## config.mk

```make
export PLATFORM = sky130hd
export DESIGN_NAME = led_frame_serializer
export DESIGN_NICKNAME = d
export VERILOG_FILES = /design/src/rtl/led_frame_serializer.sv
export SDC_FILE = /design/constraint.sdc
export NUM_CORES = 1
export LEC_CHECK = 0
export CORE_MARGIN = 4
export CORE_UTILIZATION = 45
export DETAILED_ROUTE_END_ITERATION = 16
export GPL_TIMING_DRIVEN = 0
export PLACE_DENSITY_LB_ADDON = 0.25
export SYNTH_ARGS = -nofsm -noshare
export SYNTH_HDL_FRONTEND = slang
export SYNTH_SLANG_ARGS = --single-unit
```

## constraint.sdc

```tcl
create_clock -name clk -period 1.55 [get_ports clk]
set_clock_uncertainty 0.15 [all_clocks]
set_input_delay 0.2325 -clock clk [delete_from_list [all_inputs] [get_ports clk]]
set_output_delay 0.2325 -clock clk [all_outputs]
set_load 0.01 [all_outputs]
```

## src/rtl/led_frame_serializer.sv

```systemverilog
// led_frame_serializer
//   Takes frame bytes over a valid/ready handshake and shifts each frame
//   MSB-first onto a one-bit line for the LED matrix chain, then pulses
//   latch for one cycle once the last bit has gone out.
//
// Ports
//   clk          system clock, rising edge
//   rst_n        asynchronous active-low reset
//   start_i      request a new frame (only looked at in IDLE)
//   din_i        frame byte, bit 7 leaves first
//   din_valid_i  din_i holds a byte
//   din_ready_o  byte is taken this cycle when din_valid_i is also high
//   sdo_o        serial data to the chain (0 whenever sen_o is low)
//   sen_o        sdo_o carries a frame bit; the chain shifts this cycle
//   latch_o      one-cycle pulse after the final bit
//   busy_o       frame in progress (LOAD / SHIFT / LATCH)
//   underrun_o   sticky: the byte source stalled mid-frame
module led_frame_serializer #(
  parameter int FRAME_BITS = 256
) (
  input  logic       clk,
  input  logic       rst_n,
  input  logic       start_i,
  input  logic [7:0] din_i,
  input  logic       din_valid_i,
  output logic       din_ready_o,
  output logic       sdo_o,
  output logic       sen_o,
  output logic       latch_o,
  output logic       busy_o,
  output logic       underrun_o
);

  localparam int NB  = FRAME_BITS / 8;
  localparam int NBW = $clog2(NB) + 1;
  localparam logic [NBW-1:0] NB_LAST = NBW'(NB - 1);

  typedef enum logic [1:0] {IDLE, LOAD, SHIFT, LATCH} state_e;

  state_e           state_q, state_d;
  logic [7:0]       sr_q, sr_d;
  logic [2:0]       bc_q, bc_d;
  logic [NBW-1:0]   nb_q, nb_d;   // bytes fully shifted out so far
  logic             unr_q, unr_d;

  logic bit0, last_byte, xfer;

  assign bit0      = (bc_q == 3'd0);
  assign last_byte = (nb_q == NB_LAST);
  assign xfer      = din_valid_i && din_ready_o;

  // state register
  always_ff @(posedge clk or negedge rst_n) begin
    if (!rst_n) begin
      state_q <= IDLE;
      sr_q    <= '0;
      bc_q    <= '0;
      nb_q    <= '0;
      unr_q   <= 1'b0;
    end else begin
      state_q <= state_d;
      sr_q    <= sr_d;
      bc_q    <= bc_d;
      nb_q    <= nb_d;
      unr_q   <= unr_d;
    end
  end

  // next state
  always_comb begin
    state_d = state_q;
    sr_d    = sr_q;
    bc_d    = bc_q;
    nb_d    = nb_q;
    unr_d   = unr_q;
    unique case (state_q)
      IDLE: begin
        if (start_i) begin
          state_d = LOAD;
          nb_d    = '0;
          unr_d   = 1'b0;
        end
      end
      LOAD: begin
        if (xfer) begin
          sr_d    = din_i;
          bc_d    = 3'd7;
          state_d = SHIFT;
        end
      end
      SHIFT: begin
        sr_d = {sr_q[6:0], 1'b0};
        bc_d = bc_q - 3'd1;
        if (bit0) begin
          nb_d = nb_q + NBW'(1);
          if (last_byte) begin
            state_d = LATCH;
          end else if (xfer) begin
            // prefetched byte follows with no gap in the bit stream
            sr_d = din_i;
            bc_d = 3'd7;
          end else begin
            // source not ready: park in LOAD, sen drops, frame resumes later
            state_d = LOAD;
            unr_d   = 1'b1;
          end
        end
      end
      LATCH: state_d = IDLE;
      default: state_d = IDLE;
    endcase
  end

  // outputs: decoded from registered state only; din_ready also looks at
  // bc/nb so the next byte can be taken in the bit-0 cycle
  always_comb begin
    sen_o       = (state_q == SHIFT);
    sdo_o       = (state_q == SHIFT) && sr_q[7];
    latch_o     = (state_q == LATCH);
    busy_o      = (state_q != IDLE);
    underrun_o  = unr_q;
    din_ready_o = (state_q == LOAD) ||
                  ((state_q == SHIFT) && bit0 && !last_byte);
  end

endmodule

```

Yosys cells after proc, flatten, opt, wreduce, memory -nomap -nowiden. Index checks and enable logic that the tools add are counted. W data, S select, Z words.

Bits in registers: 20. Input bits: 12. Output and inout bits: 6. Word-level logic and storage cells: 56.

Add/sub/neg operators: 2. Equality and inequality tests: 10. Muxes and demuxes: 24. Reductions and logical operators: 15.

Operators by type and width (number): $mux W8 (4); $pmux W8 S2 (1); $mux W3 (4); $mux W6 (2); $pmux W6 S2 (1); $mux W2 (5); $ne A2 B2 Y1 const B (4); $pmux W2 S4 (1); $add A6 B1 Y6 const B (1); $eq A6 B5 Y1 const B (1); $pmux W3 S2 (1); $reduce_bool A2 Y1 (3); $reduce_and A5 Y1 (1); $eq A2 B2 Y1 const B (2); $logic_and A1 B1 Y1 (4); $mux W1 (4); $reduce_and A4 Y1 (1); $logic_not A3 Y1 (1); $ne A3 B3 Y1 const B (1); $reduce_and A3 Y1 (1); $sub A3 B1 Y3 const B (1); $eq A2 B1 Y1 const B (1); $logic_not A2 Y1 (1); $ne A2 B1 Y1 const B (1); 4 further kinds (4).

Longest topological paths before layout.
Word-level depth: 9. Depth in mapped cells: 6. Mapped depth without buffers: 5.

Worst setup path after synthesis. No wires, ideal clock.

Path kind: register -> register. From: register nb_q[0]. To: register sr_q[1]. Library setup time: 0.126 ns. Arrival: 1.363 ns. Data required time: 1.274 ns. Path slack: -0.089 ns. Stages on the path, launching flop included: 6. Buffers on the path: 0. Clock period less this slack: 1.639 ns. Cell sequence: dfrtp_1 -> ha_1 -> nand2_1 -> nor3_2 -> o21ai_2 -> a221o_1.

Longest elaborated chain between the ends: 9. Elaborated cells on any way between the ends: 11. Classes of those cells: 2 x eq/ne; 4 x mux; 5 x reduce/logical.

Ends and longest elaborated chain: start, declared (line 43) `logic [NBW-1:0] nb_q, nb_d;`; start signal, assigned (line 64) `nb_q <= nb_d;`; $eq A6 B5 Y1 * (line 49) `assign last_byte = (nb_q == NB_LAST);`; $logic_not A1 Y1 (line 123) `((state_q == SHIFT) && bit0 && !last_byte);`; $logic_and A1 B1 Y1 (line 123); $logic_or A1 B1 Y1 (line 122) `din_ready_o = (state_q == LOAD) ||`; $logic_and A1 B1 Y1 (line 50) `assign xfer = din_valid_i && din_ready_o;`; $mux W8 (line 98) `end else if (xfer) begin`; $mux W8 (line 96) `if (last_byte) begin`; $mux W8 (line 94) `if (bit0) begin`; $pmux W8 S2 (line 76) `unique case (state_q)`; end signal, assigned (line 62) `sr_q <= sr_d;`; end, declared (line 41) `logic [7:0] sr_q, sr_d;`.

Every way passes the cells marked *; elsewhere a longest branch is shown, timed or not. A chain may end at the register's enable or synchronous reset.

Final worst setup path.
From: register bc_q[1]. To: register nb_q[5].

Longest elaborated chain between the ends: 3.

Ends and longest elaborated chain: start, declared (line 42) `logic [2:0] bc_q, bc_d;`; start signal, assigned (line 57) `bc_q <= '0;`; start signal, assigned (line 63) `bc_q <= bc_d;`; $logic_not A3 Y1 (line 48) `assign bit0 = (bc_q == 3'd0);`; $ne A2 B1 Y1 (no line); $reduce_and A3 Y1 (no line).

Every way passes these cells.

==> out/qor.csv <==
metric,value,unit
synth_area_leader_cell,dfrtp_1,
syn-num-nets,107,
clockBufferDepth,2,
wl_met3,109,um
top_layer,met4,
ys_types,33,
start_util,0.497,
tns,-2.52,ns
drt_first_iter_violations,31,
finalSetupViolCount,18,
maxCapViolations,0,
area_delta_synth_final,63.1,%
avgRoutedWirePerCell,18.7,um
hpwlAfterDp,1490,um
period_needed,1.76,ns
cts_root_buffer,clkbuf_4,
die_w,55.5,um
worst_setup_path_end_kind,flop,
gp_congestion,0.783,
cts_buffers,3,
cts_tree,yes,
syn_inst,94,
dieHeight,55.5,um
ctsHoldBuffers,0,
port_buffers,16,
die-area,3080,sq um
synthMuxAreaShare,0.0197,
power.leakage,0.795,nW
worstPathCellList,buf_6 > or3_4 > nor4_4 > xnor2_1 > nor2_1,
diodes,0,
antenna_found_initial,0,
start_kind,flop,
cp_slowest_cell,dfrtp_2,
drc,0,
numClockSinks,20,
hold_viol_final,0,
wl,3140,um
reg2reg_depth,5,
synth_common_cells,"dfrtp_1, a221o_1, and3_1, nand3_1",
cellPowerDensity,1530,nW/um^2
grt_pass1_wl,5000,um
r2r_slack,-0.21,ns
syn_area,1010,sq um
worstMarginPinSlew,0.954,ns
core-area,2040,sq um
viasPerCell,5.80,
r2r-start,bc_q[1]$_DFFE_PN0P_,
placed_area,1220,sq um
firstDrtPassIters,4,
worstHoldPathCells,2,
min_to,state_q[0]$_DFFE_PN0P_,
synth_top_family_by_area,simple AND/OR/NAND/NOR gates,
synth_top_flop_cell,dfrtp_1,
clkTransAtPathRegs,0.13,ns
synth.area.top_cells,"dfrtp_1, a221o_1, and3_1",
violations,setup timing,
relSlewSlack,0.362,
fin_area,1660,sq um
cts_max_level,1,
peakVddDrop,0.00117,V
max_stage_delay,0.46,ns
wl_met1,1350,um
finalCritPeriodShare,1.13,
crit_required,1.59,ns
grtUsageTotal,0.203,
crit_type,reg2reg,
wl_met2,1640,um
rsz0062_at_grt,yes,
crit_fanout,4,
clkLatencyLatePin,0.30,ns
async_flop_share,1.00,
min-delay-start,din_valid_i,
ys_seq_elements,20,
grt_pass1_vias,1039,
drtAntennaViolNets,0,
overflow,0,
yosysMostFrequentCell,dfrtp_1,
n_fill_cell,119,
slew_violations,0,
drive_gt1_frac,0.511,
yosysWarnings,0,
num_vias,974,
final.setup.worst_slack,-0.207,ns
fmax,569,MHz
fin_util,0.811,
synth_edf_count,0,
yosysSeqAreaShare,0.493,
core.rowCount,16,
synthAdderAreaFrac,0.0123,
synth_xor_area_frac,0.0345,
syn_area_per_cell,10.8,sq um
rr_endpoint,nb_q[5]$_DFFE_PN0P_,
hp-class,in2reg,
synth-simple-area-share,0.256,
grt_max_degree,21,
yosys.area.top_type_share,0.493,
synth_compound_gate_area_share,0.163,
fin_nets,155,
status,"complete, but fails checks",
arrival,1.79,ns
boundaryPins,18,
hold_ws,0.192,ns
-- layer usage --
| layer | global-route usage | vias up |
|---|---|---|
| li1 | - | 449 |
| met1 | 0.245 | 495 |
| met2 | 0.350 | 26 |
| met3 | 0.0466 | 4 |
| met4 | 0.0764 | 0 |
| met5 | 0 | - |
-- state kept, by name (all words and copies together) (netlist names) --
signal      cells
sr_q            8
bc_q            3
state_q         2
underrun_o      1
nb_q            6
-- cells by family after synthesis --
group | Yosys count
and+or+nand+nor | 41
muxes | 2
DFF | 20
buffers and inverters | 5
AOI/OAI and AO/OA | 21
xor gates and xnor gates | 4
adders and majority gates | 1
-- worst max path at each step --
stage                                 startpoint                  end  slack (ns)
final                        bc_q[1]$_DFFE_PN0P_  nb_q[5]$_DFFE_PN0P_       -0.21
after global routing         bc_q[1]$_DFFE_PN0P_  nb_q[5]$_DFFE_PN0P_       -0.24
after CTS                    nb_q[1]$_DFFE_PN0P_          din_ready_o       -0.21
after detailed placement  state_q[0]$_DFFE_PN0P_          din_ready_o       -0.54
after global placement    state_q[0]$_DFFE_PN0P_          din_ready_o       -0.53
after floorplan              nb_q[0]$_DFFE_PN0P_  sr_q[1]$_DFFE_PN0P_       0.007
-- repair_timing --
item / 4_1_cts / 5_1_grt
setup buffers: 21 / 6
gates resized for setup: 56 / 20
endpoints found under the setup margin: 18 / 21
pin swaps: 19 / 5
cloned: 1 / 0
hold endpoints to repair: 0 / 0
-- placed cells by master, fill, tap and decap left out, types with 3 or more instances in the layout --
cell type        netlist  layout
clkdlybuf4s50_1        0      10
buf_4                  0      16
nand3_1                7       5
clkbuf_4               0       3
nor3_4                 0       5
dfrtp_2                0       4
dfrtp_1               20      16
and2_4                 0       3
nor2_1                 6       5
and3_1                 7       7
a221o_1                7       7
buf_6                  0      15
xnor2_1                3       3
-- worst max-delay path, delay by kind of cell, from the launching register on --
kind / cells / cell delay [ns]
simple gates: 3 / 0.74
flops: 1 / 0.46
xor+xnor: 1 / 0.16
buf+inv: 1 / 0.13
-- per-stage QoR --
step / instances / power [mW] / setup WS [ns]
final: 168 / 2.53 / -0.207
after CTS: 163 / 2.31 / -0.209
after global placement: 137 / 1.56 / -0.530
after floorplan: 94 / 1.30 / 0.00747
after global routing: 168 / 2.66 / -0.239
after detailed placement: 137 / 1.58 / -0.535
-- area by class of cell --
class	instances	area, sq um	share of cell area
clock buffer	4	36.3	0.0219
multi-input combinational	69	621	0.375
timing repair buffer	44	417	0.252
sequential	20	505	0.305
buffer	2	30.0	0.0181
inverter	2	12.5	0.00756
tap	27	33.8	0.0204
-- where the power goes --
group / switching [mW] / total [mW] / internal (mW)
clock network: 0.164 / 0.307 / 0.143
logic: 0.601 / 1.40 / 0.799
registers: 0.146 / 0.823 / 0.677
Note: power is estimated with default switching activity, not from simulation.
